### src/rtl/watch_pkg.sv
`default_nettype none
// ============================================================================
//  Module      : watch_pkg
//  Description : Shared definitions for the watch timekeeper: mode-select
//                encodings, reset time/alarm values, BCD digit width and the
//                hour-to-display conversion helper.
//  Revision    : 1.0 - initial release
// ============================================================================
package watch_pkg;

  localparam int BCD_W  = 4;
  localparam int HOUR_W = 5;

  typedef enum logic [1:0] {
    SEL_TSET = 2'b00,
    SEL_ASET = 2'b01,
    SEL_HOLD = 2'b10,
    SEL_RUN  = 2'b11
  } sel_t;

  localparam logic [HOUR_W-1:0] RST_HOUR           = 5'd12;
  localparam logic [BCD_W-1:0]  RST_MIN_TENS       = 4'd0;
  localparam logic [BCD_W-1:0]  RST_MIN_ONES       = 4'd0;
  localparam logic [BCD_W-1:0]  RST_SEC_TENS       = 4'd0;
  localparam logic [BCD_W-1:0]  RST_SEC_ONES       = 4'd0;
  localparam logic [HOUR_W-1:0] RST_ALARM_HOUR     = 5'd6;
  localparam logic [BCD_W-1:0]  RST_ALARM_MIN_TENS = 4'd0;
  localparam logic [BCD_W-1:0]  RST_ALARM_MIN_ONES = 4'd0;

  // Binary hour (0..23) to two BCD digits {tens, ones}.
  // 12-hour view: 0 shows as 12, 13..23 fold down to 1..11.
  function automatic logic [2*BCD_W-1:0] hour_to_bcd(input logic [HOUR_W-1:0] hour,
                                                     input logic              mode24);
    logic [HOUR_W-1:0] h;
    logic [BCD_W-1:0]  tens;
    logic [BCD_W-1:0]  ones;
    h = hour;
    if (!mode24) begin
      if (hour == 5'd0) begin
        h = 5'd12;
      end else if (hour > 5'd12) begin
        h = hour - 5'd12;
      end
    end
    if (h >= 5'd20) begin
      tens = 4'd2;
      ones = 4'(h - 5'd20);
    end else if (h >= 5'd10) begin
      tens = 4'd1;
      ones = 4'(h - 5'd10);
    end else begin
      tens = 4'd0;
      ones = 4'(h);
    end
    return {tens, ones};
  endfunction

endpackage
`default_nettype wire

### src/rtl/btn_sync_edge.sv
`default_nettype none
// ============================================================================
//  Module      : btn_sync_edge
//  Description : Multi-stage synchroniser for an asynchronous button followed
//                by a rising-edge detector. One press gives exactly one
//                single-cycle pulse; a held button gives no further pulses.
//  Revision    : 1.0 - initial release
//  Ports       : clk     - clock
//                rst_n   - asynchronous active-low reset
//                i_btn   - raw asynchronous button
//                o_pulse - one-cycle pulse on a synchronised rising edge
// ============================================================================
module btn_sync_edge #(
  parameter int SYNC_STAGES = 2
) (
  input  logic clk,
  input  logic rst_n,
  input  logic i_btn,
  output logic o_pulse
);

  logic [SYNC_STAGES-1:0] r_sync;
  logic                   r_prev;

  always_ff @(posedge clk or negedge rst_n) begin
    if (!rst_n) begin
      r_sync <= '0;
      r_prev <= 1'b0;
    end else begin
      r_sync <= {r_sync[SYNC_STAGES-2:0], i_btn};
      r_prev <= r_sync[SYNC_STAGES-1];
    end
  end

  assign o_pulse = r_sync[SYNC_STAGES-1] & ~r_prev;

endmodule
`default_nettype wire

### src/rtl/watch_timekeeper.sv
`default_nettype none
// ============================================================================
//  Module      : watch_timekeeper
//  Description : 24-hour timekeeper with prescaler, button time/alarm setting,
//                12/24-hour BCD display and a one-shot alarm pulse.
//  Revision    : 1.0 - initial release
//  Ports       : clk100MHz         - clock
//                rst_n             - asynchronous active-low reset
//                sel[1:0]          - 00 time-set, 01 alarm-set, 10 hold, 11 run
//                minbtn/tenminbtn/hrbtn - raw setting buttons
//                mode24            - 1 = 24-hour display, 0 = 12-hour display
//                alarm_en          - alarm enable
//                tenhrout..onesecout - registered BCD display digits
//                pm                - internal hour is 12..23
//                tick1s            - one-cycle pulse per elapsed second
//                alarm             - one-cycle alarm pulse
// ============================================================================
module watch_timekeeper
  import watch_pkg::*;
#(
  parameter int CLK_HZ      = 100_000_000,
  parameter int SYNC_STAGES = 2
) (
  input  logic             clk100MHz,
  input  logic             rst_n,
  input  logic [1:0]       sel,
  input  logic             minbtn,
  input  logic             tenminbtn,
  input  logic             hrbtn,
  input  logic             mode24,
  input  logic             alarm_en,
  output logic [BCD_W-1:0] tenhrout,
  output logic [BCD_W-1:0] onehrout,
  output logic [BCD_W-1:0] tenminout,
  output logic [BCD_W-1:0] oneminout,
  output logic [BCD_W-1:0] tensecout,
  output logic [BCD_W-1:0] onesecout,
  output logic             pm,
  output logic             tick1s,
  output logic             alarm
);

  localparam int              PW          = $clog2(CLK_HZ);
  localparam logic [PW-1:0]   c_presc_max = PW'(CLK_HZ - 1);

  logic [PW-1:0]      r_presc;
  logic [HOUR_W-1:0]  r_hour;
  logic [BCD_W-1:0]   r_min_t, r_min_o, r_sec_t, r_sec_o;
  logic [HOUR_W-1:0]  r_al_hour;
  logic [BCD_W-1:0]   r_al_min_t, r_al_min_o;
  logic [BCD_W-1:0]   r_tenhr, r_onehr, r_tenmin, r_onemin, r_tensec, r_onesec;
  logic               r_pm, r_tick1s, r_alarm;

  sel_t               w_sel;
  logic               w_e_min, w_e_tmin, w_e_hr, w_any;
  logic               w_act_min, w_act_tmin;
  logic               w_tset, w_aset, w_tick_raw, w_tick;
  logic [2*BCD_W-1:0] w_hour_bcd;

  btn_sync_edge #(.SYNC_STAGES(SYNC_STAGES)) u_sync_min (
    .clk(clk100MHz), .rst_n(rst_n), .i_btn(minbtn),    .o_pulse(w_e_min));
  btn_sync_edge #(.SYNC_STAGES(SYNC_STAGES)) u_sync_tmin (
    .clk(clk100MHz), .rst_n(rst_n), .i_btn(tenminbtn), .o_pulse(w_e_tmin));
  btn_sync_edge #(.SYNC_STAGES(SYNC_STAGES)) u_sync_hr (
    .clk(clk100MHz), .rst_n(rst_n), .i_btn(hrbtn),     .o_pulse(w_e_hr));

  assign w_sel      = sel_t'(sel);
  assign w_any      = w_e_min | w_e_tmin | w_e_hr;
  // Priority minbtn > tenminbtn > hrbtn; hour action is the fall-through case.
  assign w_act_min  = w_e_min;
  assign w_act_tmin = w_e_tmin & ~w_e_min;
  assign w_tset     = w_any & (w_sel == SEL_TSET);
  assign w_aset     = w_any & (w_sel == SEL_ASET);
  assign w_tick_raw = (r_presc == c_presc_max) && (w_sel != SEL_HOLD);
  // A time-set action overrides a coincident tick.
  assign w_tick     = w_tick_raw & ~w_tset;
  assign w_hour_bcd = hour_to_bcd(r_hour, mode24);

  // Prescaler: frozen in hold, restarted by a time-set action.
  always_ff @(posedge clk100MHz or negedge rst_n) begin
    if (!rst_n) begin
      r_presc <= '0;
    end else if (w_sel == SEL_HOLD) begin
      r_presc <= r_presc;
    end else if (w_tset || w_tick_raw) begin
      r_presc <= '0;
    end else begin
      r_presc <= r_presc + PW'(1);
    end
  end

  // Time of day.
  always_ff @(posedge clk100MHz or negedge rst_n) begin
    if (!rst_n) begin
      r_hour  <= RST_HOUR;
      r_min_t <= RST_MIN_TENS;
      r_min_o <= RST_MIN_ONES;
      r_sec_t <= RST_SEC_TENS;
      r_sec_o <= RST_SEC_ONES;
    end else if (w_tset) begin
      if (w_act_min) begin
        r_min_o <= (r_min_o == 4'd9) ? 4'd0 : r_min_o + 4'd1;
      end else if (w_act_tmin) begin
        r_min_t <= (r_min_t == 4'd5) ? 4'd0 : r_min_t + 4'd1;
      end else begin
        r_hour  <= (r_hour == 5'd23) ? 5'd0 : r_hour + 5'd1;
      end
      r_sec_t <= 4'd0;
      r_sec_o <= 4'd0;
    end else if (w_tick) begin
      if (r_sec_o != 4'd9) begin
        r_sec_o <= r_sec_o + 4'd1;
      end else begin
        r_sec_o <= 4'd0;
        if (r_sec_t != 4'd5) begin
          r_sec_t <= r_sec_t + 4'd1;
        end else begin
          r_sec_t <= 4'd0;
          if (r_min_o != 4'd9) begin
            r_min_o <= r_min_o + 4'd1;
          end else begin
            r_min_o <= 4'd0;
            if (r_min_t != 4'd5) begin
              r_min_t <= r_min_t + 4'd1;
            end else begin
              r_min_t <= 4'd0;
              r_hour  <= (r_hour == 5'd23) ? 5'd0 : r_hour + 5'd1;
            end
          end
        end
      end
    end
  end

  // Alarm time.
  always_ff @(posedge clk100MHz or negedge rst_n) begin
    if (!rst_n) begin
      r_al_hour  <= RST_ALARM_HOUR;
      r_al_min_t <= RST_ALARM_MIN_TENS;
      r_al_min_o <= RST_ALARM_MIN_ONES;
    end else if (w_aset) begin
      if (w_act_min) begin
        r_al_min_o <= (r_al_min_o == 4'd9) ? 4'd0 : r_al_min_o + 4'd1;
      end else if (w_act_tmin) begin
        r_al_min_t <= (r_al_min_t == 4'd5) ? 4'd0 : r_al_min_t + 4'd1;
      end else begin
        r_al_hour  <= (r_al_hour == 5'd23) ? 5'd0 : r_al_hour + 5'd1;
      end
    end
  end

  // Registered outputs. The alarm is qualified by the registered tick so it
  // lines up with the display showing the matching HH:MM:00.
  always_ff @(posedge clk100MHz or negedge rst_n) begin
    if (!rst_n) begin
      r_tenhr  <= 4'd1;
      r_onehr  <= 4'd2;
      r_tenmin <= 4'd0;
      r_onemin <= 4'd0;
      r_tensec <= 4'd0;
      r_onesec <= 4'd0;
      r_pm     <= 1'b1;
      r_tick1s <= 1'b0;
      r_alarm  <= 1'b0;
    end else begin
      r_tenhr  <= w_hour_bcd[2*BCD_W-1:BCD_W];
      r_onehr  <= w_hour_bcd[BCD_W-1:0];
      r_tenmin <= r_min_t;
      r_onemin <= r_min_o;
      r_tensec <= r_sec_t;
      r_onesec <= r_sec_o;
      r_pm     <= (r_hour >= 5'd12);
      r_tick1s <= w_tick;
      r_alarm  <= r_tick1s && alarm_en &&
                  (r_hour == r_al_hour) && (r_min_t == r_al_min_t) &&
                  (r_min_o == r_al_min_o) && (r_sec_t == 4'd0) && (r_sec_o == 4'd0);
    end
  end

  assign tenhrout  = r_tenhr;
  assign onehrout  = r_onehr;
  assign tenminout = r_tenmin;
  assign oneminout = r_onemin;
  assign tensecout = r_tensec;
  assign onesecout = r_onesec;
  assign pm        = r_pm;
  assign tick1s    = r_tick1s;
  assign alarm     = r_alarm;

endmodule
`default_nettype wire

### config.mk
export PLATFORM = sky130hd
export DESIGN_NAME = watch_timekeeper
export DESIGN_NICKNAME = d
export VERILOG_FILES = /design/src/rtl/watch_pkg.sv /design/src/rtl/btn_sync_edge.sv /design/src/rtl/watch_timekeeper.sv
export SDC_FILE = /design/constraint.sdc
export NUM_CORES = 1
export LEC_CHECK = 0
export ABC_AREA = 1
export CAP_MARGIN = 15
export CELL_PAD_IN_SITES_DETAIL_PLACEMENT = 1
export CELL_PAD_IN_SITES_GLOBAL_PLACEMENT = 1
export CORE_MARGIN = 5
export CORE_UTILIZATION = 44
export DETAILED_ROUTE_END_ITERATION = 12
export PLACE_DENSITY = 0.84
export RECOVER_POWER = 25
export SLEW_MARGIN = 20
export SYNTH_ARGS = -nofsm -noshare
export SYNTH_HDL_FRONTEND = slang
export SYNTH_HIERARCHICAL = 1
export SYNTH_SLANG_ARGS = --single-unit
### constraint.sdc
create_clock -name clk100MHz -period 2.5 [get_ports clk100MHz]
set_input_delay 0.25 -clock clk100MHz [delete_from_list [all_inputs] [get_ports clk100MHz]]
set_output_delay 0.25 -clock clk100MHz [all_outputs]
set_load 0.02 [all_outputs]
==> Yosys cells after proc, flatten, opt, wreduce, memory -nomap -nowiden <==
Index checks and enable logic that the tools add are counted.
{ "totals": {"regBits": 97, "out_inout_bits": 27, "word_cells": 143} }
{ "op_classes": {"add_sub_neg": 12, "magnitude_cmp": 4, "eq_ne": 25, "mux": 43, "bitwise": 15, "n_reduce_logical": 20} }
{ "ops": {"columns": ["op", "count"], "rows": [
  ["$mux 4", 27],
  ["$mux 5", 13],
  ["$add 27x1->27 const B", 1],
  ["$eq 27x27->1 const B", 1],
  ["$mux 27", 1],
  ["$add 4x1->4 const B", 6],
  ["$ne 2x2->1 const B", 9],
  ["$add 5x1->5 const B", 2],
  ["$eq 5x5->1 const B", 2],
  ["$ge 5x4->1 const B", 2],
  ["$eq 4x3->1 const B", 2],
  ["$eq 4x4->1", 2],
  ["$eq 4x4->1 const B", 2],
  ["$logic_not 4->1", 2],
  ["$ne 4x3->1 const B", 2],
  ["$ne 4x4->1 const B", 2],
  ["$and 1x1->1", 7],
  ["$logic_and 1x1->1", 7],
  ["$reduce_and 7->1", 1],
  ["$not 1->1", 6],
  ["$reduce_and 3->1", 2],
  ["$reduce_and 6->1", 1],
  ["$eq 5x5->1", 1],
  ["$ge 5x5->1 const B", 1],
  ["15 further kinds", 17]
]} }

==> Logic depth before layout (Yosys ltp) <==
Gate-level depths: netlist (run 1).
{ "logic_depth": {"depth_word": 9, "mapped_depth": 17, "depth_no_buf": 16} }

==> Cells and area by module <==
Netlist (run 1), hierarchy kept.
{ "by_module_without_submodules": {"columns": ["mod", "n_inst", "cells_each", "area_each_um2"], "rows": [
  ["watch_timekeeper", 1, 588, 4709.5],
  ["btn_sync_edge", 3, 5, 85.1]
]} }

==> Least setup slack after synthesis (run 1) <==
OpenSTA, ideal clock, no wires.
{ "synth_path": {"path_kind": "flip-flop to flip-flop", "startpoint": "register r_hour[2]", "endpoint": "register r_onehr[1], in the netlist onehrout[1]", "arrival_ps": 1946, "t_required_ps": 2440, "slack_ps": 494, "path_stages_with_launch": 18, "n_path_buf": 1, "cell_sequence": "dfstp_2 buf_4 inv_1 ha_1 nand3_1 nor2_1 inv_1 nand3_1 inv_2 ha_1 nand2_1 nor2_1 nor2_1 nand2_1 nand2_2 nand2_1 nand2_1 nand2_1"} }
{ "synth_between": {"elab_chain_cells": 7, "elab_cells_between_ends": 12, "classes_between": "add/sub: 3; order compare: 3; mux: 5; reduce/logical: 1"} }
{ "synth_rtl": {"columns": ["item", "line", "source"], "rows": [
  ["start, declared", "watch_timekeeper.sv:47", "logic [HOUR_W-1:0] r_hour;"],
  ["start signal, assigned", "watch_timekeeper.sv:106", "r_hour <= (r_hour == 5'd23) ? 5'd0 : r_hour + 5'd1;"],
  ["start signal, assigned", "watch_timekeeper.sv:127", "r_hour <= (r_hour == 5'd23) ? 5'd0 : r_hour + 5'd1;"],
  ["$sub 5x4->5 or $gt 5x4->1 (tied branches)", "watch_pkg.sv:42, watch_pkg.sv:41", null],
  ["$mux 5", "watch_pkg.sv:41", "end else if (hour > 5'd12) begin"],
  ["$mux 5", "watch_pkg.sv:39", "if (hour == 5'd0) begin"],
  ["$mux 5 *", "watch_pkg.sv:38", "if (!mode24) begin"],
  ["$ge 5x4->1 or $sub 4x4->4 (tied branches)", "watch_pkg.sv:48, watch_pkg.sv:50", null],
  ["$mux 4", "watch_pkg.sv:48", "end else if (h >= 5'd10) begin"],
  ["$mux 4 *", "watch_pkg.sv:45", "if (h >= 5'd20) begin"],
  ["named net w_hour_bcd[1]", "watch_timekeeper.sv:58", "logic [2*BCD_W-1:0] w_hour_bcd;"],
  ["end signal, assigned", "watch_timekeeper.sv:167", "r_onehr <= w_hour_bcd[BCD_W-1:0];"],
  ["end, declared", "watch_timekeeper.sv:51", "logic [BCD_W-1:0] r_tenhr, r_onehr, r_tenmin, r_onemin, r_tensec, r_onesec;"]
]} }
Mark *: on every way through the listed nets, which the timed path passes. The rest lies on a longest branch.
A chain may end at the register's enable or synchronous reset.

==> Worst setup path in the final report (run 1) <==
Ends and elaborated chain as after synthesis.

==> impl_metrics.csv, run 1 <==
group,metric,value,unit
cells_and_area,syn2layout_area_growth,16.8,%
worst_setup_path,startpoint,"r_hour[2]$_DFFE_PN1P_",
pwr,cellPowerDensity,737,nW/um^2
worst_setup_path,r2r_start,"r_hour[2]$_DFFE_PN1P_",
cells_and_area,nets,669,
yosys,synth_cell_types,40,
clocking,cts_buffers,9,
worst_setup_path,critPathMaxFanout,8,
cells_and_area,drive_gt1_share,9.51,%
worst_setup_path,cp-end-kind,"flop",
clocking,clk_pin_slew,60,ps
worst_setup_path,r2r-end,"onehrout[1]$_DFF_PN1_",
pwr,leakage,0.00283,uW
pwr,switching_share,30.1,%
timing,period_minus_slack,2300,ps
yosys,synthXorXnorAreaFrac,4.76,%
clocking,clk_latency,340,ps
routing,drc_errors,0,
clocking,clockBufferDepth,2,
worst_setup_path,worstSetupEndpoint,"onehrout[1]$_DFF_PN1_",
clocking,cts_root_buf,"clkbuf_16",
routing,vias,4256,
timing,worstMarginPinSlew,1330,ps
routing,wire_per_inst,16.7,um
timing,hold_violations,0,
worst_setup_path,critical_path_class,"reg -> reg",
yosys,syn_avg_cell_area,8.23,um^2
worst_setup_path,critPathLaunchType,"flop",
floorplanning,rows,38,
worst_setup_path,required,2780,ps
floorplanning,core_area,10900,um^2
worst_setup_path,r2r_cells,16,
clocking,tritoncts,"done",
global_routing,grt_start_max_net_pins,53,
timing,finalClockSkew,6.79,ps
pwr,vdd_drop_max,652,uV
pwr,total_power,4270,uW
floorplanning,die_area,13500,um^2
clocking,ctsHtreeMaxLevel,3,
global_routing,grt_pass1_wl,22.3,mm
pwr,p_comb_share,19.4,%
placement,placed_cell_area,5440,um^2
yosys,synth_compound_area_share,5.02,%
timing,setup-violations-final,0,
yosys,syn_area,4960,um^2
routing,firstDrtPassIters,6,
pwr,p_switching,1290,uW
cells_and_area,final_cell_area,5800,um^2
global_routing,grt_use_total,20.8,%
routing,ant_nets,0,
yosys,synthAdderAreaFrac,3.02,%
yosys,yosysTopAreaCellShare,44.4,%
run_status,status,"finished, final reports clean",
min_path,min_from,"u_sync_hr/r_sync[0]$_DFF_PN0_",
timing,clock.fmax,0.435,GHz
routing,dr.first_iter.drc_count,212,
placement,dp_hpwl,9.73,mm
yosys,seq_area_frac_synth,48.1,%
global_routing,grt-ovfl-total,0,
floorplanning,initial_utilization,45.4,%
yosys,synth_top_area_cell,"dfrtp_1",
global_routing,antenna_found_initial,0,
floorplanning,die_h,116,um
yosys,synth.area.top_cells,"dfrtp_1 (44%), nand2_1 (10%), inv_1 (6.0%)",
yosys,synthCells,603,
pwr,p_int,2980,uW
yosys,synth_top_family_by_area,"simple AND/OR/NAND/NOR gates",
cells_and_area,layout_common_cells,"nand2_1 (133), dfrtp_1 (88), inv_1 (78)",
cells_and_area,diodes,0,
min_path,min_path_type,"reg -> reg",
yosys,ys_warn_count,6,
worst_setup_path,cp.arrival,2580,ps
routing,vias_per_cell,5.37,
routing,routed_wl,13.2,mm
timing,slew_violations,0,
yosys,synthSimpleGateAreaFrac,30.7,%
flow_run,drv_cap,0,
yosys,ys_ff_latch,95,
placement,gp_congestion,0.856,
timing,fin_hold_ws,349,ps
floorplanning,num_io_pins,36,
yosys,muxShareOfSynthArea,0.202,%
floorplanning,fp.dieW,116,um
timing,fin_crit_sh,92.0,%
worst_setup_path,r2r_slack,200,ps
timing,tns,0,ps
placement,portBuffers,33,
clocking,clock_sinks,95,
cells_and_area,final_common_cell,"nand2_1",
global_routing,grt_pass1_vias,4591,
pwr,clkPwrFrac,34.4,%
timing,slew_headroom,11.6,%
pwr,pwr-share-seq,46.2,%
==> worst max-delay path, stage by stage, from the launching register on <==
cell and delay, ps:
dfstp_2 610, inv_1 110, ha_1 220, nand3_1 110, nor2_1 80, inv_2 90
nand3_1 150, inv_2 110, ha_1 150, nand2_1 60, nor2_1 120, nor2_1 60
nand2_1 60, nand2_2 70, nand2_1 90, nand2_1 60, nand2_1 70
==> power by group through the flow <==
stage / clock network [uW] / registers (uW) / logic (uW)
final: 1470 / 1970 / 829
after global routing: 1570 / 2000 / 922
after CTS: 1510 / 1970 / 837
after detailed placement: 0 / 2000 / 817
after global placement: 0 / 1980 / 775
after floorplan: 0 / 1990 / 498
==> state kept, by name, summed over array words and instances, names as in the netlist, 2 cells and up <==
signal and count:
onehrout 4, oneminout 4, onesecout 4, r_al_hour 5
r_al_min_o 4, r_al_min_t 4, r_hour 5, r_min_o 4
r_min_t 4, r_presc 27, r_sec_o 4, r_sec_t 4
tenhrout 2, tenminout 4, tensecout 4, u_sync_hr/r_sync 2
u_sync_min/r_sync 2, u_sync_tmin/r_sync 2
==> through the flow <==
step | utilization, % | cells | setup slack [ps]
5_1_grt | 53.0 | 792 | -36.4
3_5_place_dp | 49.8 | 772 | 178
4_1_cts | 52.7 | 788 | 140
2_1_floorplan | - | 604 | 494
3_3_place_gp | 49.8 | 772 | 401
6_report | 53.0 | 792 | 200
==> layer usage <==
metal  up-vias  routed length (um)  global-route usage [%]
li1       2031                   -                       -
met1      2134                5660                    24.7
met2        59                6980                    37.9
met3        32                 306                    3.99
met4         0                 285                    6.50
met5         -                   0                       0
==> cell usage after synthesis <==
master	instances
a211oi_1	3
a21oi_1	7
a221oi_1	1
a31oi_1	1
and3_1	1
buf_2	2
buf_4	5
buf_6	3
clkbuf_1	1
conb_1	1
dfrtp_1	88
dfstp_2	7
ha_1	12
inv_1	79
inv_2	6
mux2i_1	1
nand2_1	133
nand2_2	3
nand2_4	2
nand3_1	40
nand3_2	3
nand4_1	34
nor2_1	71
nor2_2	10
nor2_4	2
nor3_1	18
nor3_2	1
nor3_4	1
nor3b_1	4
nor3b_2	1
nor4_1	4
o211ai_1	4
o21a_1	1
o21ai_0	17
o21ai_1	4
o21bai_1	1
o22ai_1	3
o31ai_1	1
xnor2_1	6
xor2_1	21
==> layout make-up <==
cell class | instances | area, um^2
well taps | 140 | 175
multi-input cells | 413 | 2180
clock inverters | 3 | 67.6
inverters | 85 | 319
repair buffers | 44 | 423
fillers | 1328 | 5140
clock buffers | 12 | 246
flip-flops and latches | 95 | 2390
==> kinds of logic after synthesis <==
logic type,count (synthesis)
simple gates,328
fa+ha+maj,12
xor+xnor,27
mux,1
buf+inv,96
compound gates,43
flops,95
other cells,1
==> timing repair <==
item                                    4_1_cts  5_1_grt
gates resized for setup                       0        2
endpoints found under the hold margin        51        0
hold buffers                                  1        0
setup buffers                                 0        4
endpoints found under the setup margin        0        3
==> worst min-delay path by stage <==
stage / cells past startpoint / slack, ps / end
floorplan: 0 / -50 / alarm$_DFF_PN0_
global placement: 1 / 320 / onesecout[2]$_DFF_PN0_
detailed placement: 1 / 340 / r_presc[6]$_DFFE_PN0N_
CTS: 1 / 340 / u_sync_min/r_sync[0]$_DFF_PN0_
global route: 0 / 360 / u_sync_hr/r_sync[1]$_DFF_PN0_
finish: 0 / 350 / u_sync_hr/r_sync[1]$_DFF_PN0_
Power figures use the tool's default switching activity.
==> run 2, diff against run 1 <==
--- a/config.mk
+++ b/config.mk
@@ -9,7 +9,7 @@
 export CAP_MARGIN = 15
 export CELL_PAD_IN_SITES_DETAIL_PLACEMENT = 1
 export CELL_PAD_IN_SITES_GLOBAL_PLACEMENT = 1
-export CORE_MARGIN = 5
+export CORE_MARGIN = 2
 export CORE_UTILIZATION = 44
 export DETAILED_ROUTE_END_ITERATION = 12
 export PLACE_DENSITY = 0.84
==> run 2 against run 1 <==
Power decreased by 2.9%. Cell count is 0.13% lower. Sequential share of layout area is 0.31 points higher. Register-to-register slack gained 20 ps. Combinational power increased by 1%. Critical endpoint unchanged.
==> impl_metrics.csv, run 2 (synthesis gave the netlist of run 1 again) <==
group,metric,value,unit
run_status,status,"finished, final reports clean",
pwr,cellPowerDensity,720,nW/um^2
cells_and_area,multi_input_area,2180,um^2
placement,pre_cts_slack,177,ps
cells_and_area,syn2layout_area_growth,16.0,%
timing,clock.fmax,0.438,GHz
cells_and_area,reg_top3,"r_presc: 27 flops, r_al_hour: 5 flops, r_hour: 5 flops",
routing,vias,4245,
floorplanning,die_area,12100,um^2
worst_setup_path,critPathLaunchType,"flop",
clocking,clock_sinks,95,
global_routing,grt_pass1_wl,21.8,mm
cells_and_area,fin_cells,791,
routing,drc_errors,0,
cells_and_area,largest_reg_flops,27,
flow_run,drv_cap,0,
worst_setup_path,r2r-end,"onehrout[1]$_DFF_PN1_",
cells_and_area,final_common_cell,"nand2_1",
worst_setup_path,cp.arrival,2570,ps
timing,slew_violations,0,
cells_and_area,regMostFlops,"r_presc",
worst_setup_path,critical_path_class,"reg -> reg",
routing,routed_wl,13.1,mm
timing,period_minus_slack,2280,ps
cells_and_area,nets,667,
clocking,tritoncts,"done",
min_path,min_path_type,"reg -> reg",
placement,dp_hpwl,9.51,mm
routing,ant_nets,0,
min_path,whs_path_depth,0,
pwr,vdd_drop_max,477,uV
timing,hold_violations,0,
floorplanning,fp.dieW,110,um
clocking,clockBufferDepth,2,
global_routing,grt_use_total,23.2,%
pwr,leakage,0.00282,uW
min_path,whs_endpoint,"u_sync_hr/r_sync[1]$_DFF_PN0_",
placement,portBuffers,33,
timing,rsz0062_at_grt,"no",
worst_setup_path,critPathMaxFanout,7,
global_routing,grt_start_max_net_pins,39,
cells_and_area,seq_area,2390,um^2
floorplanning,rows,38,
placement,dp.cells,771,
floorplanning,initial_utilization,45.4,%
routing,dr.first_iter.drc_count,194,
global_routing,antenna_found_initial,0,
clocking,ctsHtreeMaxLevel,3,
global_routing,grt_pass1_vias,4455,
floorplanning,core_area,10900,um^2
routing,firstDrtPassIters,4,
routing,wire_per_inst,16.5,um
clocking,cts_buffers,9,
timing,tns,0,ps
floorplanning,die_h,110,um
worst_setup_path,r2r_cells,16,
clocking,clk_pin_slew,70,ps
cells_and_area,drive_gt1_share,9.52,%
worst_setup_path,cp-end-kind,"flop",
min_path,min_from,"u_sync_hr/r_sync[0]$_DFF_PN0_",
cells_and_area,layout_common_cells,"nand2_1 (133), dfrtp_1 (87), inv_1 (79)",
timing,setup-violations-final,0,
cells_and_area,fill_cells,1349,
floorplanning,num_io_pins,36,
worst_setup_path,r2r_start,"r_hour[3]$_DFFE_PN1P_",
placement,gp_congestion,0.830,
routing,vias_per_cell,5.37,
cells_and_area,diodes,0,
global_routing,grt-ovfl-total,0,
clocking,cts_root_buf,"clkbuf_16",
worst_setup_path,required,2790,ps
timing,finalClockSkew,8.84,ps
timing,final.setup.worst_slack,218,ps
clocking,clk_latency,350,ps
timing,fin_crit_sh,91.3,%
worst_setup_path,r2r_slack,220,ps
timing,fin_hold_ws,359,ps
-- run 2: metrics by stage --
stage | cell area (um^2) | total power (uW) | utilization (%)
after floorplan | 4970 | 2480 | -
after global placement | 5440 | 2760 | 49.7
after detailed placement | 5440 | 2820 | 49.7
after CTS | 5730 | 4170 | 52.4
after global routing | 5760 | 4370 | 52.7
final | 5760 | 4150 | 52.7
-- run 2: worst max path at each step --
stage / endpoint / startpoint / slack, ps
floorplan: onehrout[1]$_DFF_PN1_ / r_hour[2]$_DFFE_PN1P_ / 490
global placement: onehrout[3]$_DFF_PN0_ / r_hour[2]$_DFFE_PN1P_ / 390
detailed placement: onehrout[1]$_DFF_PN1_ / r_hour[2]$_DFFE_PN1P_ / 180
CTS: onehrout[3]$_DFF_PN0_ / r_hour[2]$_DFFE_PN1P_ / 120
global route: onehrout[1]$_DFF_PN1_ / r_hour[2]$_DFFE_PN1P_ / 20
finish: onehrout[1]$_DFF_PN1_ / r_hour[3]$_DFFE_PN1P_ / 220
-- run 2: final cells by class --
class	count	area share (%)
inverters	85	5.54
clock inverters	5	0.695
multi-input cells	413	37.9
well taps	140	3.04
clock buffers	11	4.22
flip-flops and latches	95	41.5
repair buffers	42	7.13
-- run 2: power breakdown --
part           switching (uW)  total, uW  internal [uW]
Combinational             506        840            334
Sequential                230       1980           1750
Clock                     612       1320            711
Total                    1350       4150           2800
-- run 2: worst max-delay path: stages (launching register included) --
cell     delay, ps
dfstp_2        600
inv_1          110
ha_1           200
nand3_1        110
nor2_1          70
inv_1          160
nand3_2        120
inv_2          100
ha_1           140
nand2_1         50
nor2_1         140
nor2_1          60
nand2_1         60
nand2_2         70
nand2_1         90
nand2_1         50
nand2_1         70
-- run 2: layer usage --
metal	up-vias	part of all wire, %	wire [um]	GRT usage, %
met3	20	2.3	297	3.70
met2	54	51	6670	40.9
met4	0	1.9	244	8.21
li1	2035	-	-	-
met5	-	0	0	0
met1	2136	45	5880	28.7
-- run 2: repair_timing --
item                                   in CTS  in global routing
setup endpoints to repair                   0                  3
endpoints found under the hold margin      30                  0
buffers inserted                            0                  3
resized for setup                           0                  2
hold buffers                                1                  0
